--- src/rtl/pixel_layer_arbiter.sv ---
// -----------------------------------------------------------------------------
// pixel_layer_arbiter
//
// Purpose:
//   Two-stage pixel compositor for a tile/sprite game screen. Each accepted
//   pixel carries six 4-bit palette indices (five sprite layers plus the
//   background). In play mode the first opaque sprite in fixed priority
//   order wins, otherwise the background is shown. In the three full-screen
//   modes (initial, game over, you win) the splash image index is shown
//   instead. The screen mode only changes on a frame boundary.
//
//   Optional collision detection (character touching a monster or bullet)
//   is built only when the macro PIXEL_LAYER_ARBITER_COLLISION_EN is
//   defined. Without it hit_pulse and hit_count are constant zero.
//
// Parameters:
//   TRANSPARENT_IDX  palette index treated as transparent on every sprite
//
// Ports:
//   Clk          in   system clock, rising edge
//   Reset        in   asynchronous active-high reset
//   pix_valid    in   layer indices for one pixel presented this cycle
//   frame_start  in   pulse on the first pixel cycle of a frame
//   layer_idx    in   6 x 4-bit indices, layer k at [4k+3:4k]
//                     (0 heart, 1 bullet, 2 key, 3 monster, 4 character,
//                      5 background)
//   layer_en     in   per-layer enable, bit 5 ignored
//   splash_idx   in   full-screen image palette index
//   screen_req   in   requested screen: 0 play, 1 initial, 2 gameover, 3 youwin
//   out_valid    out  result valid, two cycles after pix_valid
//   out_layer    out  selected palette: 0-5 layer ids, 6 splash
//   out_index    out  index into the selected palette
//   out_screen   out  screen mode in effect for this pixel
//   hit_pulse    out  overlap detected on this output pixel
//   hit_count    out  overlaps counted in the current frame (saturating)
// -----------------------------------------------------------------------------
module pixel_layer_arbiter #(
   parameter logic [3:0] TRANSPARENT_IDX = 4'h0
) (
   input  logic        Clk,
   input  logic        Reset,
   input  logic        pix_valid,
   input  logic        frame_start,
   input  logic [23:0] layer_idx,
   input  logic [5:0]  layer_en,
   input  logic [4:0]  splash_idx,
   input  logic [1:0]  screen_req,
   output logic        out_valid,
   output logic [2:0]  out_layer,
   output logic [4:0]  out_index,
   output logic [1:0]  out_screen,
   output logic        hit_pulse,
   output logic [7:0]  hit_count
);

   // Screen-mode states; encodings match the screen_req / out_screen codes.
   typedef enum logic [1:0] {
      MODE_PLAY = 2'd0,
      MODE_INIT = 2'd1,
      MODE_OVER = 2'd2,
      MODE_WIN  = 2'd3
   } mode_t;

   localparam logic [2:0] LAYER_BG     = 3'd5;
   localparam logic [2:0] LAYER_SPLASH = 3'd6;
   localparam int         NUM_SPRITES  = 5;

   // ------------------------------------------------------------------
   // Mode FSM
   // ------------------------------------------------------------------
   mode_t mode_q, mode_d;

   always_comb begin
      mode_d = mode_q;
      if (frame_start) begin
         case (screen_req)
            2'd0:    mode_d = MODE_PLAY;
            2'd1:    mode_d = MODE_INIT;
            2'd2:    mode_d = MODE_OVER;
            default: mode_d = MODE_WIN;
         endcase
      end
   end

   always_ff @(posedge Clk or posedge Reset) begin
      if (Reset) begin
         mode_q <= MODE_INIT;
      end else begin
         mode_q <= mode_d;
      end
   end

   // ------------------------------------------------------------------
   // Stage 1: capture indices and build the opaque mask
   // ------------------------------------------------------------------
   logic [NUM_SPRITES-1:0] opaque_d;

   genvar gi;
   generate
      for (gi = 0; gi < NUM_SPRITES; gi++) begin : g_opaque
         assign opaque_d[gi] = layer_en[gi] &&
                               (layer_idx[4*gi +: 4] != TRANSPARENT_IDX);
      end
   endgenerate

   logic                   s1_valid_q,  s1_valid_d;
   logic [23:0]            s1_idx_q,    s1_idx_d;
   logic [4:0]             s1_splash_q, s1_splash_d;
   mode_t                  s1_mode_q,   s1_mode_d;
   logic [NUM_SPRITES-1:0] s1_opaque_q, s1_opaque_d;

   always_comb begin
      s1_valid_d  = pix_valid;
      s1_idx_d    = s1_idx_q;
      s1_splash_d = s1_splash_q;
      s1_mode_d   = s1_mode_q;
      s1_opaque_d = s1_opaque_q;
      if (pix_valid) begin
         s1_idx_d    = layer_idx;
         s1_splash_d = splash_idx;
         // mode_d, not mode_q: a pixel arriving with frame_start already
         // belongs to the new frame's screen.
         s1_mode_d   = mode_d;
         s1_opaque_d = opaque_d;
      end
   end

   always_ff @(posedge Clk or posedge Reset) begin
      if (Reset) begin
         s1_valid_q  <= 1'b0;
         s1_idx_q    <= '0;
         s1_splash_q <= '0;
         s1_mode_q   <= MODE_INIT;
         s1_opaque_q <= '0;
      end else begin
         s1_valid_q  <= s1_valid_d;
         s1_idx_q    <= s1_idx_d;
         s1_splash_q <= s1_splash_d;
         s1_mode_q   <= s1_mode_d;
         s1_opaque_q <= s1_opaque_d;
      end
   end

   // ------------------------------------------------------------------
   // Stage 2: priority select
   // ------------------------------------------------------------------
   logic [2:0] sel_layer;
   logic [4:0] sel_index;

   always_comb begin
      sel_layer = LAYER_BG;
      sel_index = {1'b0, s1_idx_q[23:20]};
      if (s1_mode_q != MODE_PLAY) begin
         sel_layer = LAYER_SPLASH;
         sel_index = s1_splash_q;
      end else begin
         // Walk from lowest to highest priority so the highest-priority
         // opaque layer (lowest id) is the last assignment and wins.
         for (int k = NUM_SPRITES - 1; k >= 0; k--) begin
            if (s1_opaque_q[k]) begin
               sel_layer = k[2:0];
               sel_index = {1'b0, s1_idx_q[4*k +: 4]};
            end
         end
      end
   end

   logic       out_valid_q,  out_valid_d;
   logic [2:0] out_layer_q,  out_layer_d;
   logic [4:0] out_index_q,  out_index_d;
   logic [1:0] out_screen_q, out_screen_d;

   always_comb begin
      out_valid_d  = s1_valid_q;
      out_layer_d  = out_layer_q;
      out_index_d  = out_index_q;
      out_screen_d = out_screen_q;
      if (s1_valid_q) begin
         out_layer_d  = sel_layer;
         out_index_d  = sel_index;
         out_screen_d = s1_mode_q;
      end
   end

   always_ff @(posedge Clk or posedge Reset) begin
      if (Reset) begin
         out_valid_q  <= 1'b0;
         out_layer_q  <= LAYER_BG;
         out_index_q  <= '0;
         out_screen_q <= MODE_INIT;
      end else begin
         out_valid_q  <= out_valid_d;
         out_layer_q  <= out_layer_d;
         out_index_q  <= out_index_d;
         out_screen_q <= out_screen_d;
      end
   end

   assign out_valid  = out_valid_q;
   assign out_layer  = out_layer_q;
   assign out_index  = out_index_q;
   assign out_screen = out_screen_q;

   // ------------------------------------------------------------------
   // Collision detection
   // ------------------------------------------------------------------
`ifdef PIXEL_LAYER_ARBITER_COLLISION_EN
   logic       overlap;
   logic       hit_pulse_q, hit_pulse_d;
   logic [7:0] hit_count_q, hit_count_d;

   // Character (4) touching monster (3) or bullet (1) while playing.
   assign overlap = s1_valid_q && (s1_mode_q == MODE_PLAY) &&
                    s1_opaque_q[4] && (s1_opaque_q[3] || s1_opaque_q[1]);

   always_comb begin
      hit_pulse_d = overlap;
      hit_count_d = hit_count_q;
      if (frame_start) begin
         // The pixel leaving stage 2 on a frame_start edge is counted
         // toward the frame that is starting.
         hit_count_d = overlap ? 8'd1 : 8'd0;
      end else if (overlap && (hit_count_q != 8'hFF)) begin
         hit_count_d = hit_count_q + 8'd1;
      end
   end

   always_ff @(posedge Clk or posedge Reset) begin
      if (Reset) begin
         hit_pulse_q <= 1'b0;
         hit_count_q <= '0;
      end else begin
         hit_pulse_q <= hit_pulse_d;
         hit_count_q <= hit_count_d;
      end
   end

   assign hit_pulse = hit_pulse_q;
   assign hit_count = hit_count_q;
`else
   assign hit_pulse = 1'b0;
   assign hit_count = 8'd0;
`endif

endmodule
--- config.mk ---
export PLATFORM = sky130hd
export DESIGN_NAME = pixel_layer_arbiter
export DESIGN_NICKNAME = d
export VERILOG_FILES = /design/src/rtl/pixel_layer_arbiter.sv
export SDC_FILE = /design/constraint.sdc
export NUM_CORES = 1
export LEC_CHECK = 0
export BUFFER_PORTS_ARGS = -buffer_cell sky130_fd_sc_hd__buf_2
export CORE_MARGIN = 1.5
export CORE_UTILIZATION = 56
export CTS_CLUSTER_SIZE = 40
export DETAILED_ROUTE_END_ITERATION = 8
export PLACE_DENSITY = 0.82
export SLEW_MARGIN = 0
export SYNTH_ARGS = -nofsm -noshare
export SYNTH_HDL_FRONTEND = slang
export SYNTH_SLANG_ARGS = --single-unit
--- constraint.sdc ---
create_clock -name Clk -period 3.4 [get_ports Clk]
set_input_delay 0.34 -clock Clk [delete_from_list [all_inputs] [get_ports Clk]]
set_output_delay 0.34 -clock Clk [all_outputs]
set_load 0.05 [all_outputs]
==> qor.csv <==
stage,metric,value,unit
place,post-place-ws,1.84,ns
floorplanning,die_w,66.4,µm
drt,drcViolationCount,0,
cts,cts_hold_buffers,0,
cts,root_buffer,clkbuf_8,
drt,viasPerCell,5.41,
critical_path,startpoint_type,flop,
grt,antenna_found_initial,0,
floorplanning,row_count,22,
power,p_int,984,µW
timing,fmax,638,MHz
drt,via_count,1520,
drt,wl_per_cell,14.6,µm
logic_synthesis,ys_warn_count,0,
critical_path,r2r_slack,1.83,ns
cells_and_area,postLayoutCoreUtil,0.684,
floorplanning,coreArea,3770,µm²
place,globalplace.congestion,0.833,
logic_synthesis,synthTopCellsByArea,"dfrtp_1, mux2_2, dfstp_2",
critical_path,critPathKind,reg2reg,
logic_synthesis,synth-seq-cells,50,
critical_path,rr_endpoint,out_index[1],
cts,cts.sinks,50,
cells_and_area,final_nets,273,
cts,clock_latency,0.30,ns
floorplanning,io_pins,61,
cells_and_area,diodes,0,
cells_and_area,area_delta_synth_final,14.6,%
timing,holdWs,0.261,ns
logic_synthesis,avgSynthCellArea,12.1,µm²
power,p_seq_frac,0.508,
logic_synthesis,ys_async_sr_fraction,1.00,
floorplanning,start_util,0.597,
timing,slew_headroom,0.336,
power,switching_power,430,µW
timing,period_needed,1.57,ns
power,p_per_area,548,nW/µm²
logic_synthesis,synth_area_leader_cell,dfrtp_1,
cts,h-tree-depth,2,
grt,overflow,0,
grt,grt_usage,0.207,
critical_path,reg2reg_depth,3,
logic_synthesis,synth_top_area_frac,0.500,
cts,cts_repair_resize_count,0,
drt,routed_wl,4.09,mm
timing,finalCritPeriodShare,0.461,
logic_synthesis,syn_inst,186,
cells_and_area,drive_above_1_share,0.438,
timing,grt_setup_unrepaired,false,
drt,final_antenna_net_count,0,
critical_path,crit_fanout,19,
grt,grt_pass1_wl,6.59,mm
drt,drtIter0Drc,93,
timing,setup_tns,0,ns
power,clkPwrFrac,0.273,
worst_hold_path,hold_class,in2async,
floorplanning,die_h,66.4,µm
power,power.leakage,1.17,nW
floorplanning,fp.dieArea,4410,µm²
cts,cts_tree,built,
timing,drv_slew,0,
cts,cts_setup_buffers,0,
cts,path_clk_slew,0.08,ns
grt,grt_max_degree,51,
timing,setup_viol,0,
critical_path,cp-end-kind,flop,
power,p_comb_frac,0.219,
timing,tightestPinTransition,0.995,ns
logic_synthesis,synth_edf_count,0,
power,finalPower,1.41,mW
flow_run,drv_cap,0,
timing,setup_ws,1.83,ns
logic_synthesis,yosysSeqAreaShare,0.558,
place,portBuffers,50,
power,peakVddDrop,277,µV
critical_path,cp.arrival,1.73,ns
timing,report.final.hold_viol_count,0,
critical_path,rr_startpoint,out_valid_d,
power,swShare,0.304,
logic_synthesis,ys.flop_type,dfrtp_1,
timing,clock_skew,0.00569,ns
run_status,status,finished clean,
cts,clk_path_buf_depth,2,
cts,cts_buffers,5,
logic_synthesis,syn_area,2250,µm²
place,dp_hpwl,2.97,mm
grt,grt_pass1_vias,1416,
logic_synthesis,synth.distinct_cells,32,
critical_path,worstPathRequired,3.56,ns
drt,drt-pass1-iter-count,4,
layer usage:
layer | vias up | share of wire | routed length [µm] | global-route usage
met5 | - | 0 | 0 | 0
met2 | 44 | 0.50 | 2050 | 0.334
met3 | 9 | 0.044 | 182 | 0.0681
met4 | 0 | 0.018 | 72 | 0.0816
li1 | 734 | - | - | -
met1 | 733 | 0.44 | 1790 | 0.257
synth_stat cells, types with 3 or more instances:
library cell and instances:
a211oi_1 3, o21ai_0 9, a21oi_1 3, a22o_1 3, buf_4 9, buf_2 7
dfstp_2 5, or4_1 5, dfrtp_1 45, mux2_2 33, nor2_1 9, mux2i_1 4
o211ai_1 4, nand3_1 8, or3_1 3, inv_1 9, nand2_1 7
registers in the layout, summed over array words and instances (netlist names):
name	flops
s1_idx_q	24
out_index	5
s1_opaque_q	5
s1_splash_q	5
out_layer	3
mode_q	2
out_screen	2
s1_mode_q	2
out_valid	1
out_valid_d	1
kinds of logic (layout without fill, tap and decap cells):
kind of cell / Yosys count / count (layout) / synth area share
buffers and inverters: 29 / 68 / 0.0706
AND/OR/NAND/NOR: 36 / 36 / 0.0817
multiplexers: 37 / 37 / 0.183
other: 1 / 9 / 0.00167
flip-flops: 50 / 50 / 0.558
AO/OA/AOI/OAI: 33 / 33 / 0.105
cell usage in the layout, fill, tap and decap left out, types with 4 or more instances in the layout:
cell	synthesis	layout
nor2_1	9	9
buf_2	7	50
o211ai_1	4	4
dfstp_2	5	5
clkbuf_8	0	8
nand3_1	8	8
mux2_2	33	33
inv_1	9	8
mux2i_1	4	4
dfrtp_1	45	45
o21ai_0	9	9
nand2_1	7	7
or4_1	5	5
conb_1	1	9
metrics by stage:
step / instance area, µm² / std cells
2_1_floorplan: 2280 / 194
3_3_place_gp: 2470 / 273
3_5_place_dp: 2470 / 273
4_1_cts: 2580 / 281
5_1_grt: 2580 / 281
6_report: 2580 / 281
power by group through the flow:
stage	registers [mW]	logic, mW	clock network [mW]
finish	0.719	0.309	0.387
global route	0.729	0.333	0.421
CTS	0.719	0.312	0.395
detailed placement	0.730	0.311	0
global placement	0.728	0.304	0
floorplan	0.793	0.177	0
critical path, cell delays in order, from the launching register on:
cell and delay [ns]:
dfrtp_1 0.71, nand2b_1 0.26, a211oi_1 0.35, a221oi_2 0.10
cell type report:
type / instances / area (µm²)
Sequential cell: 50 / 1260
Fill cell: 283 / 1190
Multi-Input combinational cell: 115 / 866
Timing Repair Buffer: 50 / 250
Clock buffer: 8 / 110
Tap cell: 48 / 60.1
Inverter: 10 / 37.5
how the worst max path moves through the flow:
stage	start	endpoint	slack, ns	depth (start not counted)
floorplan	Reset	mode_q[1]	1.87	1
global placement	pix_valid	s1_idx_q[5]	1.86	2
detailed placement	pix_valid	s1_splash_q[4]	1.84	2
CTS	out_valid_d	out_index[1]	1.86	3
global route	out_valid_d	out_index[1]	1.68	3
finish	out_valid_d	out_index[1]	1.83	3
No activity file was read; power rests on OpenSTA's default activity.
